### src/rtl/traffic_light_monitor_if.sv
// Lights-bus bundle between the light controller (master) and traffic_light_monitor (slave).
// Carries the observed lights, the clear pulse and all monitor status outputs.
interface traffic_light_monitor_if #(
  parameter int unsigned CNT_W   = 8,
  parameter int unsigned DWELL_W = 6
) ();

  logic [2:0]         lights;
  logic               clear_i;
  logic [2:0]         phase_o;
  logic               locked_o;
  logic               err_code_o;
  logic               err_seq_o;
  logic               err_dwell_o;
  logic [CNT_W-1:0]   cycles_o;
  logic [DWELL_W-1:0] dwell_o;

  modport master (
    output lights, clear_i,
    input  phase_o, locked_o, err_code_o, err_seq_o, err_dwell_o, cycles_o, dwell_o
  );

  modport slave (
    input  lights, clear_i,
    output phase_o, locked_o, err_code_o, err_seq_o, err_dwell_o, cycles_o, dwell_o
  );

endinterface

### src/rtl/traffic_light_monitor.sv
// Receive-side checker for the one-hot lights bus {red,yellow,green}: tracks green->yellow->red order,
// counts completed cycles and raises sticky errors. Optional dwell checking: define DWELL_CHECK_EN.
module traffic_light_monitor #(
  parameter int unsigned CNT_W     = 8,
  parameter int unsigned DWELL_W   = 6,
  parameter int unsigned MIN_DWELL = 1,
  parameter int unsigned MAX_DWELL = 16
) (
  input  logic                    clock,
  input  logic                    reset_n,
  traffic_light_monitor_if.slave  bus
);

  localparam logic [2:0] CODE_RED    = 3'b100;
  localparam logic [2:0] CODE_YELLOW = 3'b010;
  localparam logic [2:0] CODE_GREEN  = 3'b001;

  typedef enum logic [2:0] {
    ST_IDLE,
    ST_RED,
    ST_YELLOW,
    ST_GREEN,
    ST_FAULT
  } state_t;

  if (MIN_DWELL > MAX_DWELL || MAX_DWELL >= (2 ** DWELL_W)) begin : g_bad_cfg
    $error("traffic_light_monitor: need MIN_DWELL <= MAX_DWELL < 2**DWELL_W");
  end

  // Legal codes map to their phase state; anything else maps to ST_IDLE.
  function automatic state_t code_to_state(input logic [2:0] code);
    state_t s;
    case (code)
      CODE_RED:    s = ST_RED;
      CODE_YELLOW: s = ST_YELLOW;
      CODE_GREEN:  s = ST_GREEN;
      default:     s = ST_IDLE;
    endcase
    return s;
  endfunction

  function automatic logic [2:0] state_to_code(input state_t s);
    logic [2:0] c;
    case (s)
      ST_RED:    c = CODE_RED;
      ST_YELLOW: c = CODE_YELLOW;
      ST_GREEN:  c = CODE_GREEN;
      default:   c = 3'b000;
    endcase
    return c;
  endfunction

  function automatic state_t successor(input state_t s);
    state_t n;
    case (s)
      ST_GREEN:  n = ST_YELLOW;
      ST_YELLOW: n = ST_RED;
      ST_RED:    n = ST_GREEN;
      default:   n = ST_IDLE;
    endcase
    return n;
  endfunction

  state_t             state_q, state_n;
  logic [DWELL_W-1:0] dwell_q, dwell_n;
  logic [CNT_W-1:0]   cycles_q, cycles_n;
  logic               err_code_q, err_code_n;
  logic               err_seq_q, err_seq_n;
  logic               set_code, set_seq, set_dwell;
  logic               code_legal;
  state_t             code_state;

`ifdef DWELL_CHECK_EN
  logic               err_dwell_q, err_dwell_n;
  logic               dwell_hit_q, dwell_hit_n;
`endif

  always_comb begin
    state_n    = state_q;
    dwell_n    = dwell_q;
    cycles_n   = cycles_q;
    set_code   = 1'b0;
    set_seq    = 1'b0;
    set_dwell  = 1'b0;
    code_state = code_to_state(bus.lights);
    code_legal = (code_state != ST_IDLE);
`ifdef DWELL_CHECK_EN
    dwell_hit_n = dwell_hit_q;
`endif

    case (state_q)
      ST_IDLE: begin
        dwell_n = '0;
        if (code_legal) begin
          state_n = code_state;
          dwell_n = DWELL_W'(1);
`ifdef DWELL_CHECK_EN
          dwell_hit_n = 1'b0;
`endif
        end else begin
          set_code = 1'b1;
        end
      end

      ST_RED, ST_YELLOW, ST_GREEN: begin
        if (!code_legal) begin
          set_code = 1'b1;
          state_n  = ST_FAULT;
          dwell_n  = '0;
        end else if (code_state == state_q) begin
          dwell_n = (dwell_q == '1) ? dwell_q : dwell_q + 1'b1;
`ifdef DWELL_CHECK_EN
          // Dwell is about to pass MAX_DWELL; the hit flag keeps this to one report per phase.
          if (dwell_q >= DWELL_W'(MAX_DWELL) && !dwell_hit_q) begin
            set_dwell   = 1'b1;
            dwell_hit_n = 1'b1;
          end
`endif
        end else if (code_state == successor(state_q)) begin
          state_n = code_state;
          dwell_n = DWELL_W'(1);
          if (state_q == ST_RED) begin
            cycles_n = cycles_q + 1'b1;
          end
`ifdef DWELL_CHECK_EN
          dwell_hit_n = 1'b0;
          if (dwell_q < DWELL_W'(MIN_DWELL)) begin
            set_dwell = 1'b1;
          end
`endif
        end else begin
          set_seq = 1'b1;
          state_n = ST_FAULT;
          dwell_n = '0;
        end
      end

      ST_FAULT: begin
        dwell_n = '0;
        if (bus.clear_i) begin
          state_n = ST_IDLE;
        end
      end

      default: begin
        state_n = ST_IDLE;
        dwell_n = '0;
      end
    endcase

    // A freshly detected error takes priority over a clear in the same cycle.
    err_code_n = set_code | (err_code_q & ~bus.clear_i);
    err_seq_n  = set_seq  | (err_seq_q  & ~bus.clear_i);
`ifdef DWELL_CHECK_EN
    err_dwell_n = set_dwell | (err_dwell_q & ~bus.clear_i);
`endif
  end

  always_ff @(posedge clock or negedge reset_n) begin
    if (!reset_n) begin
      state_q    <= ST_IDLE;
      dwell_q    <= '0;
      cycles_q   <= '0;
      err_code_q <= 1'b0;
      err_seq_q  <= 1'b0;
    end else begin
      state_q    <= state_n;
      dwell_q    <= dwell_n;
      cycles_q   <= cycles_n;
      err_code_q <= err_code_n;
      err_seq_q  <= err_seq_n;
    end
  end

`ifdef DWELL_CHECK_EN
  always_ff @(posedge clock or negedge reset_n) begin
    if (!reset_n) begin
      err_dwell_q <= 1'b0;
      dwell_hit_q <= 1'b0;
    end else begin
      err_dwell_q <= err_dwell_n;
      dwell_hit_q <= dwell_hit_n;
    end
  end

  assign bus.err_dwell_o = err_dwell_q;
`else
  assign bus.err_dwell_o = 1'b0;
`endif

  assign bus.phase_o    = state_to_code(state_q);
  assign bus.locked_o   = (state_q == ST_RED) || (state_q == ST_YELLOW) || (state_q == ST_GREEN);
  assign bus.err_code_o = err_code_q;
  assign bus.err_seq_o  = err_seq_q;
  assign bus.cycles_o   = cycles_q;
  assign bus.dwell_o    = dwell_q;

endmodule

### src/flat_wrapper.sv
// flat-port wrapper written by rule: the top's interface ports become plain ports
module traffic_light_monitor_flat 
#(
  parameter int unsigned CNT_W     = 8,
  parameter int unsigned DWELL_W   = 6,
  parameter int unsigned MIN_DWELL = 1,
  parameter int unsigned MAX_DWELL = 16
)
  (clock, reset_n, bus_lights, bus_clear_i, bus_phase_o, bus_locked_o, bus_err_code_o, bus_err_seq_o, bus_err_dwell_o, bus_cycles_o, bus_dwell_o);
  traffic_light_monitor_if #(.CNT_W(CNT_W), .DWELL_W(DWELL_W)) bus_i ();
  input  logic clock;
  input  logic reset_n;
  input wire logic [$bits(bus_i.lights)-1:0] bus_lights;
  input wire logic [$bits(bus_i.clear_i)-1:0] bus_clear_i;
  output wire logic [$bits(bus_i.phase_o)-1:0] bus_phase_o;
  output wire logic [$bits(bus_i.locked_o)-1:0] bus_locked_o;
  output wire logic [$bits(bus_i.err_code_o)-1:0] bus_err_code_o;
  output wire logic [$bits(bus_i.err_seq_o)-1:0] bus_err_seq_o;
  output wire logic [$bits(bus_i.err_dwell_o)-1:0] bus_err_dwell_o;
  output wire logic [$bits(bus_i.cycles_o)-1:0] bus_cycles_o;
  output wire logic [$bits(bus_i.dwell_o)-1:0] bus_dwell_o;
  assign bus_i.lights = bus_lights;
  assign bus_i.clear_i = bus_clear_i;
  assign bus_phase_o = bus_i.phase_o;
  assign bus_locked_o = bus_i.locked_o;
  assign bus_err_code_o = bus_i.err_code_o;
  assign bus_err_seq_o = bus_i.err_seq_o;
  assign bus_err_dwell_o = bus_i.err_dwell_o;
  assign bus_cycles_o = bus_i.cycles_o;
  assign bus_dwell_o = bus_i.dwell_o;
  traffic_light_monitor #(.CNT_W(CNT_W), .DWELL_W(DWELL_W), .MIN_DWELL(MIN_DWELL), .MAX_DWELL(MAX_DWELL)) u_core (.clock(clock), .reset_n(reset_n), .bus(bus_i));
endmodule
### config.mk
export PLATFORM = sky130hd
export DESIGN_NAME = traffic_light_monitor_flat
export DESIGN_NICKNAME = d
export VERILOG_FILES = /design/src/rtl/traffic_light_monitor_if.sv /design/src/rtl/traffic_light_monitor.sv /design/src/flat_wrapper.sv
export SDC_FILE = /design/constraint.sdc
export NUM_CORES = 1
export LEC_CHECK = 0
export ABC_AREA = 1
export BUFFER_PORTS_ARGS = -buffer_cell sky130_fd_sc_hd__buf_2
export CORE_ASPECT_RATIO = 2
export CORE_MARGIN = 2
export CORE_UTILIZATION = 25
export CTS_BUF_LIST = sky130_fd_sc_hd__clkbuf_4
export DETAILED_ROUTE_END_ITERATION = 8
export PLACE_DENSITY = 0.54
export SYNTH_ARGS = -nofsm -noshare
export SYNTH_HDL_FRONTEND = slang
export SYNTH_SLANG_ARGS = --single-unit
### constraint.sdc
create_clock -name clock -period 2 [get_ports clock]
set_clock_uncertainty 0.2 [all_clocks]
set_input_delay 0.1 -clock clock [delete_from_list [all_inputs] [get_ports clock]]
set_output_delay 0.1 -clock clock [all_outputs]
set_load 0.005 [all_outputs]
==> results.cfg <==
[outcome]
status = finished, final reports clean

[layout]
multi_input_area_sq_um = 612
nets = 196
drive_gt1_share_pct = 25.1
antenna_cells = 0
seq_area_sq_um = 475
final_common_cell = nand2_1
final.fill_count = 520
final_core_util_pct = 30.9
final_cells = 242
area_growth_syn_to_layout_pct = 19.6
layout_common_cells = nand2_1, buf_2, dfrtp_1, inv_1, nor2_1

[setup_path]
cpMostUsedCell = nand2_1
rr_worst_depth = 11
cp_data_required_time_ns = 2.05
cp-start-kind = flip-flop
r2r_slack_ns = 0.19
rr_startpoint = u_core.state_q[2]
cp_max_fo = 11
path_class = flip-flop to flip-flop
cp.arrival_ns = 1.86
path_cells = inv_2 -> nand3_1 -> nand2_1 -> nand2_1 -> nand2_1 -> nand2_2 -> clkinv_2 -> nand3_2 -> inv_2 -> nand2_1 -> nand2_1
cp_slowest_stage_delay_ns = 0.44
worst_path_max_delay_cell = dfrtp_1
critPathCaptureType = flip-flop
r2r_end = u_core.bus.cycles_o[4]

[sta]
fin_crit_ns = 1.81
post-route-period-util_pct = 90.7
hold_viol_final = 0
fmaxAchievable_mhz = 551
rsz0062_at_grt = false
worst_slack_ns = 0.186
slew_viol_final = 0
fin_setup_tns_ns = 0
finalSetupViolations = 0

[floorplanning]
die_w_microns = 52.7
die_h_microns = 101
pin_count = 27
rows = 35
core_area_sq_um = 4600
die_area_sq_um = 5340
initial_core_util_pct = 25.8

[detailed_routing]
drt_iter0_drc = 11
drc = 0
vias_per_cell = 4.35
postRouteAntennaNets = 0
first_pass_iters = 4
routedWlPerCell_microns = 11.4
wl_mm = 2.75
vias = 1052

[power_and_ir_drop]
p_sw_mw = 0.620
total_power_mw = 1.44
internal_power_mw = 0.816
power.share.clock_pct = 15.2
seqPwrFrac_pct = 38.8
powerDensity_nw_per_um2 = 1010
swShare_pct = 43.2
power_frac_comb_pct = 46.0
leakagePower_nw = 0.765
irDropWorstVdd_v = 0.000571

[logic_synthesis]
synth_warnings = 0
netlist_area_sq_um = 1190
synth.distinct_cells = 25
avgSynthCellArea_sq_um = 7.56
synth_nets = 165
yosysSeqAreaShare_pct = 40.1
ys_ff_latch = 19
synthCells = 157

[grt]
grt_use_total_pct = 11.8
grt.overflow.total = 0
grt_pass1_wl_mm = 4.70
antenna_found_initial = 0
grt_max_degree = 20
grt_pass1_vias = 1052

[clock_tree]
cts-buffers-inserted = 3
htreeDepth = 1
cts_tree = yes
clkLatencyLatePin_ns = 0.30
clock_path_buffers = 2
ctsRootBufferMaster = clkbuf_4
path_clk_slew_ns = 0.12
cts_setup_buffers = 0
clkSinkCount = 19

[placement]
gp_congestion = 0.815
pre_cts_slack_ns = 0.183
port_buffers = 25
hpwlAfterDp_mm = 2.26
dp_cells = 236

[hold_path]
hp-class = primary input to asynchronous set/reset pin

[flow_run]
maxCapViolCount = 0
==> cells by family (layout without fill, tap and decap cells) <==
logic type	count (synthesis)	after routing	share of synthesized area, %
simple gates	90	90	34.1
other cells	1	1	0.316
buf+inv	23	53	8.33
xor+xnor	9	9	7.91
fa+ha+maj	2	2	2.11
compound gates	13	13	7.17
flops	19	19	40.1
==> per-layer routing <==
layer | track usage, % | vias up | part of all wire [%]
li1 | - | 552 | -
met1 | 13.2 | 477 | 38
met2 | 21.6 | 19 | 57
met3 | 0.590 | 4 | 2.4
met4 | 6.11 | 0 | 2.4
met5 | 0 | - | 0
==> per-stage QoR <==
step,instance area [sq um],hold WS [ns]
floorplan,1190,-0.396
global placement,1370,-0.123
detailed placement,1370,-0.127
CTS,1420,0.0798
global route,1420,0.103
finish,1420,0.0578
==> synthesized netlist by cell type <==
cell type / count / area share, %
clkinv_2: 1 / 0.42
nand3_1: 10 / 4.2
xnor2_1: 5 / 3.7
buf_6: 1 / 0.95
inv_2: 2 / 0.63
xor2_2: 2 / 2.7
nor3_1: 1 / 0.42
nand3_2: 2 / 1.7
inv_1: 18 / 5.7
o21ai_0: 6 / 2.5
conb_1: 1 / 0.32
o21bai_1: 2 / 1.3
nor2_4: 2 / 1.9
a211oi_2: 1 / 1.1
nand2_2: 3 / 1.6
xor2_1: 2 / 1.5
o21ai_2: 2 / 1.5
nor2_1: 16 / 5.1
dfrtp_1: 19 / 40
or2_2: 1 / 0.53
buf_4: 1 / 0.63
ha_1: 2 / 2.1
nand2_1: 49 / 16
nand4_1: 6 / 3.2
a21oi_1: 2 / 0.84
==> power by group through the flow <==
| stage | Sequential (mW) | Clock (mW) | Combinational (mW) |
|---|---|---|---|
| 3_3_place_gp | 0.565 | 0 | 0.661 |
| 3_5_place_dp | 0.566 | 0 | 0.662 |
| 5_1_grt | 0.574 | 0.236 | 0.749 |
| 6_report | 0.558 | 0.218 | 0.661 |
| 4_1_cts | 0.558 | 0.218 | 0.671 |
| 2_1_floorplan | 0.558 | 0 | 0.432 |
==> layout make-up <==
| class | instances | area share (%) |
|---|---|---|
| multi-input combinational | 115 | 43.1 |
| sequential | 19 | 33.5 |
| timing repair buffer | 28 | 10.8 |
| inverter | 21 | 5.64 |
| tap | 55 | 4.85 |
| clock buffer | 4 | 2.12 |
==> registers in the layout, summed over array words and instances (netlist names) <==
name	flops
u_core.bus.cycles_o	8
u_core.bus.dwell_o	6
u_core.bus.err_code_o	1
u_core.bus.err_seq_o	1
u_core.state_q	3
==> worst max path at each step <==
| stage | depth (start not counted) | endpoint | startpoint |
|---|---|---|---|
| 6_report | 11 | u_core.bus.cycles_o[4] | u_core.state_q[2] |
| 2_1_floorplan | 10 | u_core.bus.dwell_o[0] | u_core.bus.dwell_o[0] |
| 4_1_cts | 11 | u_core.bus.cycles_o[4] | u_core.state_q[2] |
| 5_1_grt | 11 | u_core.bus.cycles_o[7] | u_core.state_q[2] |
| 3_3_place_gp | 11 | u_core.bus.cycles_o[4] | u_core.state_q[2] |
| 3_5_place_dp | 11 | u_core.bus.cycles_o[4] | u_core.state_q[2] |
==> worst max-delay path, delay by kind of cell, from the launching register on <==
kind | cells | cell delay (ns)
buffers and inverters | 3 | 0.35
AND/OR/NAND/NOR | 8 | 0.76
flip-flops | 1 | 0.44
==> what timing repair did <==
action	4_1_cts	5_1_grt
setup endpoints to repair	0	5
hold buffers	2	0
hold endpoints to repair	22	0
resized for setup	0	1
No activity file was read; power rests on OpenSTA's default activity.
